<file path="src/rtl/clock_time_set_ctrl_if.sv">
// Interface: clock_time_set_ctrl_if
// Carries the time-set controller's exchange with the timekeeper and the display drivers.
//   hh_in, mm_in        current time from the timekeeper, packed BCD
//   run_en, load        timekeeper freeze / one-cycle load strobe
//   hh_out, mm_out      edited time, packed BCD
//   blank_hh, blank_mm  per-field blink masks for the seven-segment controllers
//   state               session state for debug / LEDs
// master: the time-set controller. slave: timekeeper + display side.
interface clock_time_set_ctrl_if;
    logic [7:0] hh_in;
    logic [7:0] mm_in;
    logic       run_en;
    logic       load;
    logic [7:0] hh_out;
    logic [7:0] mm_out;
    logic       blank_hh;
    logic       blank_mm;
    logic [1:0] state;

    modport master (
        input  hh_in,
        input  mm_in,
        output run_en,
        output load,
        output hh_out,
        output mm_out,
        output blank_hh,
        output blank_mm,
        output state
    );

    modport slave (
        output hh_in,
        output mm_in,
        input  run_en,
        input  load,
        input  hh_out,
        input  mm_out,
        input  blank_hh,
        input  blank_mm,
        input  state
    );
endinterface

</file>
<file path="src/rtl/clock_time_set_ctrl.sv">
// Module: clock_time_set_ctrl
// Time-set sequencer for a 12-hour BCD clock. Two raw buttons (MODE, INC) open an edit
// session that freezes the timekeeper, edits hours then minutes, and commits them with a
// one-cycle load strobe. Sessions abort after TIMEOUT_TICKS idle seconds.
// Ports:
//   clk       system clock
//   reset     asynchronous active-low reset
//   tick_1hz  one-clk pulse per second
//   btn_mode  raw MODE button (async, active-high)
//   btn_inc   raw INC button (async, active-high)
//   bus       master side of clock_time_set_ctrl_if (time in/out, run_en, load, blanks, state)
module clock_time_set_ctrl #(
    parameter logic [19:0] DEBOUNCE_CYC  = 20'd999_999,
    parameter logic [26:0] REPEAT_CYC    = 27'd24_999_999,
    parameter logic [5:0]  TIMEOUT_TICKS = 6'd30
) (
    input  logic                        clk,
    input  logic                        reset,
    input  logic                        tick_1hz,
    input  logic                        btn_mode,
    input  logic                        btn_inc,
    clock_time_set_ctrl_if.master       bus
);

    typedef enum logic [1:0] {
        StRun    = 2'b00,
        StSetHh  = 2'b01,
        StSetMm  = 2'b10,
        StCommit = 2'b11
    } state_e;

    // Button index 0 = MODE, 1 = INC.
    logic [1:0]  sync1_q;
    logic [1:0]  sync2_q;
    logic [1:0]  deb_q;
    logic [1:0]  deb_prev_q;
    logic [19:0] deb_cnt_q [2];
    logic [26:0] rep_cnt_q;

    logic        mode_press;
    logic        inc_press;
    logic        inc_rep;
    logic        inc_pulse;

    state_e      state_q;
    logic        run_en_q;
    logic        load_q;
    logic [7:0]  hh_q;
    logic [7:0]  mm_q;
    logic        phase_q;
    logic [5:0]  to_cnt_q;

    // Hours 01..12; anything else steps to 01.
    function automatic logic [7:0] next_hh(input logic [7:0] h);
        logic legal;
        legal = ((h[7:4] == 4'd0) && (h[3:0] >= 4'd1) && (h[3:0] <= 4'd9)) ||
                ((h[7:4] == 4'd1) && (h[3:0] <= 4'd2));
        if (!legal || (h == 8'h12)) begin
            next_hh = 8'h01;
        end else if (h[3:0] == 4'd9) begin
            next_hh = 8'h10;
        end else begin
            next_hh = {h[7:4], h[3:0] + 4'd1};
        end
    endfunction

    // Minutes 00..59, wrapping without carrying into hours; illegal values step to 00.
    function automatic logic [7:0] next_mm(input logic [7:0] m);
        logic legal;
        legal = (m[7:4] <= 4'd5) && (m[3:0] <= 4'd9);
        if (!legal || (m == 8'h59)) begin
            next_mm = 8'h00;
        end else if (m[3:0] == 4'd9) begin
            next_mm = {m[7:4] + 4'd1, 4'd0};
        end else begin
            next_mm = {m[7:4], m[3:0] + 4'd1};
        end
    endfunction

    // Synchronise and debounce both buttons. The counter only runs while the synced level
    // differs from the accepted one, so any bounce back restarts it.
    always_ff @(posedge clk or negedge reset) begin
        if (!reset) begin
            sync1_q      <= '0;
            sync2_q      <= '0;
            deb_q        <= '0;
            deb_prev_q   <= '0;
            deb_cnt_q[0] <= '0;
            deb_cnt_q[1] <= '0;
        end else begin
            sync1_q    <= {btn_inc, btn_mode};
            sync2_q    <= sync1_q;
            deb_prev_q <= deb_q;
            for (int i = 0; i < 2; i++) begin
                if (sync2_q[i] == deb_q[i]) begin
                    deb_cnt_q[i] <= '0;
                end else if (deb_cnt_q[i] == DEBOUNCE_CYC - 20'd1) begin
                    deb_q[i]     <= sync2_q[i];
                    deb_cnt_q[i] <= '0;
                end else begin
                    deb_cnt_q[i] <= deb_cnt_q[i] + 20'd1;
                end
            end
        end
    end

    assign mode_press = deb_q[0] & ~deb_prev_q[0];
    assign inc_press  = deb_q[1] & ~deb_prev_q[1];

    // rep_cnt_q is 0 in the press cycle, so it reaches REPEAT_CYC exactly REPEAT_CYC clk later;
    // reloading with 1 keeps the same spacing for every subsequent repeat.
    always_ff @(posedge clk or negedge reset) begin
        if (!reset) begin
            rep_cnt_q <= '0;
        end else if (!deb_q[1]) begin
            rep_cnt_q <= '0;
        end else if (rep_cnt_q == REPEAT_CYC) begin
            rep_cnt_q <= 27'd1;
        end else begin
            rep_cnt_q <= rep_cnt_q + 27'd1;
        end
    end

    assign inc_rep   = deb_q[1] & deb_prev_q[1] & (rep_cnt_q == REPEAT_CYC);
    assign inc_pulse = inc_press | inc_rep;

    // Session FSM with registered outputs.
    always_ff @(posedge clk or negedge reset) begin
        if (!reset) begin
            state_q  <= StRun;
            run_en_q <= 1'b1;
            load_q   <= 1'b0;
            hh_q     <= 8'h12;
            mm_q     <= 8'h00;
            phase_q  <= 1'b0;
            to_cnt_q <= '0;
        end else begin
            case (state_q)
                StRun: begin
                    run_en_q <= 1'b1;
                    load_q   <= 1'b0;
                    phase_q  <= 1'b0;
                    to_cnt_q <= '0;
                    if (mode_press) begin
                        state_q  <= StSetHh;
                        hh_q     <= bus.hh_in;
                        mm_q     <= bus.mm_in;
                        run_en_q <= 1'b0;
                    end
                end
                StSetHh, StSetMm: begin
                    if (to_cnt_q == TIMEOUT_TICKS) begin
                        // Abort: edits are discarded because load never fires.
                        state_q  <= StRun;
                        run_en_q <= 1'b1;
                        phase_q  <= 1'b0;
                        to_cnt_q <= '0;
                    end else if (mode_press) begin
                        // MODE takes priority over a coincident INC.
                        to_cnt_q <= '0;
                        if (state_q == StSetHh) begin
                            state_q <= StSetMm;
                        end else begin
                            state_q <= StCommit;
                            load_q  <= 1'b1;
                        end
                    end else if (inc_pulse) begin
                        to_cnt_q <= '0;
                        phase_q  <= 1'b0;
                        if (state_q == StSetHh) begin
                            hh_q <= next_hh(hh_q);
                        end else begin
                            mm_q <= next_mm(mm_q);
                        end
                    end else if (tick_1hz) begin
                        to_cnt_q <= to_cnt_q + 6'd1;
                        phase_q  <= ~phase_q;
                    end
                end
                StCommit: begin
                    state_q  <= StRun;
                    load_q   <= 1'b0;
                    run_en_q <= 1'b1;
                end
                default: begin
                    state_q <= StRun;
                end
            endcase
        end
    end

    assign bus.run_en   = run_en_q;
    assign bus.load     = load_q;
    assign bus.hh_out   = hh_q;
    assign bus.mm_out   = mm_q;
    assign bus.blank_hh = (state_q == StSetHh) & phase_q;
    assign bus.blank_mm = (state_q == StSetMm) & phase_q;
    assign bus.state    = state_q;

endmodule
</file>
<file path="src/flat_wrapper.sv">
// flat-port wrapper written by rule: the top's interface ports become plain ports
module clock_time_set_ctrl_flat 
#(
    parameter logic [19:0] DEBOUNCE_CYC  = 20'd999_999,
    parameter logic [26:0] REPEAT_CYC    = 27'd24_999_999,
    parameter logic [5:0]  TIMEOUT_TICKS = 6'd30
)
  (clk, reset, tick_1hz, btn_mode, btn_inc, bus_hh_in, bus_mm_in, bus_run_en, bus_load, bus_hh_out, bus_mm_out, bus_blank_hh, bus_blank_mm, bus_state);
  clock_time_set_ctrl_if bus_i ();
  input  logic clk;
  input  logic reset;
  input  logic tick_1hz;
  input  logic btn_mode;
  input  logic btn_inc;
  input wire logic [$bits(bus_i.hh_in)-1:0] bus_hh_in;
  input wire logic [$bits(bus_i.mm_in)-1:0] bus_mm_in;
  output wire logic [$bits(bus_i.run_en)-1:0] bus_run_en;
  output wire logic [$bits(bus_i.load)-1:0] bus_load;
  output wire logic [$bits(bus_i.hh_out)-1:0] bus_hh_out;
  output wire logic [$bits(bus_i.mm_out)-1:0] bus_mm_out;
  output wire logic [$bits(bus_i.blank_hh)-1:0] bus_blank_hh;
  output wire logic [$bits(bus_i.blank_mm)-1:0] bus_blank_mm;
  output wire logic [$bits(bus_i.state)-1:0] bus_state;
  assign bus_i.hh_in = bus_hh_in;
  assign bus_i.mm_in = bus_mm_in;
  assign bus_run_en = bus_i.run_en;
  assign bus_load = bus_i.load;
  assign bus_hh_out = bus_i.hh_out;
  assign bus_mm_out = bus_i.mm_out;
  assign bus_blank_hh = bus_i.blank_hh;
  assign bus_blank_mm = bus_i.blank_mm;
  assign bus_state = bus_i.state;
  clock_time_set_ctrl #(.DEBOUNCE_CYC(DEBOUNCE_CYC), .REPEAT_CYC(REPEAT_CYC), .TIMEOUT_TICKS(TIMEOUT_TICKS)) u_core (.clk(clk), .reset(reset), .tick_1hz(tick_1hz), .btn_mode(btn_mode), .btn_inc(btn_inc), .bus(bus_i));
endmodule
</file>
<file path="config.mk">
export PLATFORM = sky130hd
export DESIGN_NAME = clock_time_set_ctrl_flat
export DESIGN_NICKNAME = d
export VERILOG_FILES = /design/src/rtl/clock_time_set_ctrl_if.sv /design/src/rtl/clock_time_set_ctrl.sv /design/src/flat_wrapper.sv
export SDC_FILE = /design/constraint.sdc
export NUM_CORES = 1
export LEC_CHECK = 0
export BUFFER_PORTS_ARGS = -buffer_cell sky130_fd_sc_hd__buf_2
export CAP_MARGIN = 5
export CORE_UTILIZATION = 40
export CTS_BUF_LIST = sky130_fd_sc_hd__clkbuf_16
export DETAILED_ROUTE_END_ITERATION = 10
export GPL_ROUTABILITY_DRIVEN = 0
export REMOVE_ABC_BUFFERS = 1
export SLEW_MARGIN = 0
export SYNTH_ARGS = -nofsm -noshare
export SYNTH_HDL_FRONTEND = slang
export SYNTH_SLANG_ARGS = --single-unit
</file>
<file path="constraint.sdc">
create_clock -name clk -period 4.9 [get_ports clk]
set_input_delay 0.735 -clock clk [delete_from_list [all_inputs] [get_ports clk]]
set_output_delay 0.735 -clock clk [all_outputs]
set_load 0.02 [all_outputs]
</file>
==> results.json <==
{
  "insertedDiodeCount": 0,
  "clkPwrFrac": 0.448,
  "synth_top_cell_area_share": 0.462,
  "postRouteAntennaNets": 0,
  "reg2reg_slack_ns": 1.78,
  "fmax_mhz": 321,
  "status": "complete, no violations",
  "grt_usage": 0.171,
  "overflow": 0,
  "finalCriticalPeriod_ns": 3.12,
  "worstHoldStart": "u_core.sync1_q[1]",
  "htree_levels": 3,
  "power_frac_seq": 0.523,
  "ys_ff_latch": 102,
  "start_util": 0.418,
  "cts_root_buf": "clkbuf_16",
  "end_kind": "flip-flop",
  "syn_area_sq_um": 5360,
  "clkTransAtPathRegs_ns": 0.07,
  "path_buf_inv": 2,
  "power_leakage_nw": 2.59,
  "intPower_w": 0.00126,
  "worst_skew_pair.late_latency_ns": 0.35,
  "numCtsBuffers": 9,
  "drc": 0,
  "grt_pass1_vias": 4075,
  "slew_violations": 0,
  "dpl.hpwl_um": 7610,
  "ios": 43,
  "num_rows": 41,
  "critical_path.max_fanout": 15,
  "regToRegEndpoint": "u_core.bus.mm_out[5]",
  "yosysSeqAreaShare": 0.477,
  "rsz0062_at_grt": "no",
  "post_cts_buffers": 0,
  "wl_um": 11000,
  "cts_hold_buf": 0,
  "worstPathRequired_ns": 5.13,
  "die_h_um": 118,
  "cts-resized-gates": 0,
  "portBuffers": 42,
  "p_switching_w": 0.000366,
  "peakVddDrop_uv": 250,
  "r2r-start": "u_core.bus.state[0]",
  "fin_skew_ns": 0.00532,
  "hold_depth": 0,
  "synth_area_per_cell_sq_um": 9.60,
  "fin_area_sq_um": 6030,
  "synthTopCellsByArea": "dfrtp_1 46%, nor2_1 5.9%, xor2_1 5.9%",
  "met1_usage": 0.225,
  "worstSetupStartpointType": "flip-flop",
  "sw_frac_of_total": 0.224,
  "grt_max_degree": 66,
  "slowest_delay_ns": 0.62,
  "crit_arrival_ns": 3.35,
  "numClockSinks": 102,
  "grt_most_used_layer": "met2",
  "hold_slack_ns": 0.349,
  "wl_per_cell_um": 14.2,
  "drive_above_1_share": 0.125,
  "grt_use_met3": 0.0504,
  "cts_tree": "yes",
  "drtIter0Drc": 220,
  "combPwrFrac": 0.028,
  "postSynthCellCount": 559,
  "path_cells": "inv_1, ha_1, inv_1, or3_1, and2_1, a21oi_2, nor2_2, mux2_2",
  "synth_top_area_cell": "dfrtp_1",
  "synthMostInstantiatedCell": "dfrtp_1",
  "yosysUniqueCellTypes": 58,
  "netlist_top_cells_count": "99 x dfrtp_1, 84 x nor2_1, 39 x nand2_1, 36 x nand3_1, 36 x xor2_1",
  "final.setup.tns_ns": 0,
  "hold_path_class": "flip-flop to flip-flop",
  "post-route-util": 0.470,
  "r2r.worst_path.cells": 8,
  "pwr_density_cell_nw_per_um2": 270,
  "core_area_sq_um": 12800,
  "viasPerCell": 5.35,
  "worst_pin_slew_ns": 0.833,
  "antenna_found_initial": 0,
  "drv_cap": 0,
  "syn2layout_area_growth_pct": 12.5,
  "clockBufferDepth": 2,
  "cpLargestDelayFamily": "simple AND/OR/NAND/NOR gates",
  "fp.dieArea_sq_um": 13900,
  "post-route-period-util": 0.636,
  "dr.pass1.iters": 4,
  "ys.flop_type": "dfrtp_1",
  "path_class": "flip-flop to flip-flop",
  "placed_area_sq_um": 5730,
  "maxSlewHeadroom": 0.445,
  "ys_async_sr_fraction": 1.00,
  "grt_pass1_wl_um": 19400,
  "fin_nets": 635,
  "hold_violations": 0,
  "setup_viol": 0,
  "synth_edf_count": 0,
  "ys.warnings.count": 0,
  "path_common_cell": "inv_1",
  "min_delay_worst_endpoint": "u_core.sync2_q[1]",
  "vias": 4139,
  "cp_slowest_cell": "ha_1",
  "die_w_um": 118,
  "grt_util_met2": 0.270
}
worst max-delay path by stage:
stage,depth (start not counted),slack [ns],end,start
4_1_cts,8,1.76,u_core.bus.mm_out[5],u_core.bus.state[0]
5_1_grt,8,1.49,u_core.bus.mm_out[5],u_core.bus.state[0]
3_5_place_dp,8,1.75,u_core.bus.mm_out[7],u_core.bus.state[0]
2_1_floorplan,8,2.12,u_core.bus.mm_out[5],u_core.bus.state[0]
6_report,8,1.78,u_core.bus.mm_out[5],u_core.bus.state[0]
3_3_place_gp,8,1.92,u_core.bus.mm_out[5],u_core.bus.state[0]
cells in the final DEF (no fill, tap or decap), types with 3 or more instances in the layout:
| cell type | count |
|---|---|
| a21o_1 | 6 |
| nand2_1 | 39 |
| xnor2_1 | 25 |
| nor4bb_1 | 3 |
| nor4_1 | 11 |
| a22o_1 | 7 |
| clkbuf_16 | 9 |
| dfrtp_1 | 99 |
| dfstp_2 | 3 |
| mux2_2 | 5 |
| nor2b_1 | 7 |
| nor3_1 | 13 |
| nand3_1 | 36 |
| and2_1 | 5 |
| ha_1 | 17 |
| nor2_1 | 84 |
| buf_2 | 41 |
| and3_1 | 7 |
| nand4_1 | 18 |
| nand2b_1 | 7 |
| and4_1 | 4 |
| a21oi_1 | 17 |
| or3_1 | 9 |
| o22ai_1 | 3 |
| o21ai_0 | 19 |
| xor2_1 | 36 |
| o32ai_1 | 3 |
| inv_1 | 21 |
registers in the layout, indices dropped and copies added, names as in the netlist:
signal and count:
u_core.bus.hh_out 8, u_core.bus.load 1, u_core.bus.mm_out 8, u_core.bus.run_en 1, u_core.bus.state 2, u_core.deb_cnt_q 40, u_core.deb_prev_q 2, u_core.deb_q 2
u_core.phase_q 1, u_core.rep_cnt_q 27, u_core.sync1_q 2, u_core.sync2_q 2, u_core.to_cnt_q 6
worst reg2reg max path, delay by kind of cell, from the launching register on:
family                   cells  cell delay (ns)
AO/OA/AOI/OAI                1             0.42
adder cells (fa/ha/maj)      1             0.62
buffers and inverters        2             0.49
flip-flops                   1             0.44
multiplexers                 1             0.28
AND/OR/NAND/NOR              3             0.74
kinds of logic (layout without fill, tap and decap cells):
family	after synthesis	in the layout	synth area share
flops	102	102	0.477
fa+ha+maj	17	17	0.0397
buf+inv	37	80	0.0280
xor+xnor	61	61	0.0996
simple gates	256	256	0.239
compound gates	80	80	0.105
mux	6	6	0.0124
per-stage QoR:
step | total power, W | setup slack (ns) | std cells
global placement | 0.000916 | 1.92 | 758
floorplan | 0.000884 | 2.12 | 543
detailed placement | 0.000917 | 1.75 | 758
global route | 0.00170 | 1.49 | 774
CTS | 0.00166 | 1.76 | 774
finish | 0.00163 | 1.78 | 774
per-layer routing:
metal  wire, um  part of all wire  vias to the layer above
li1           -                 -                     2020
met1       5140              0.47                     2001
met2       5110              0.47                      102
met3        502             0.046                       16
met4        210             0.019                        0
met5          0                 0                        -
area by class of cell:
class,count,area [sq um]
fillers,1260,6790
multi-input cells,420,2660
flip-flops and latches,102,2560
clock buffers,9,225
repair buffers,43,220
well taps,172,215
clock inverters,7,78.8
inverters,21,78.8
power by group through the flow:
stage,sequential [W],clock (W),combinational (W)
6_report,0.000853,0.000731,0.0000457
2_1_floorplan,0.000868,0,0.0000161
3_5_place_dp,0.000869,0,0.0000477
5_1_grt,0.000854,0.000791,0.0000535
4_1_cts,0.000853,0.000755,0.0000480
3_3_place_gp,0.000869,0,0.0000468
Power figures use the tool's default switching activity.
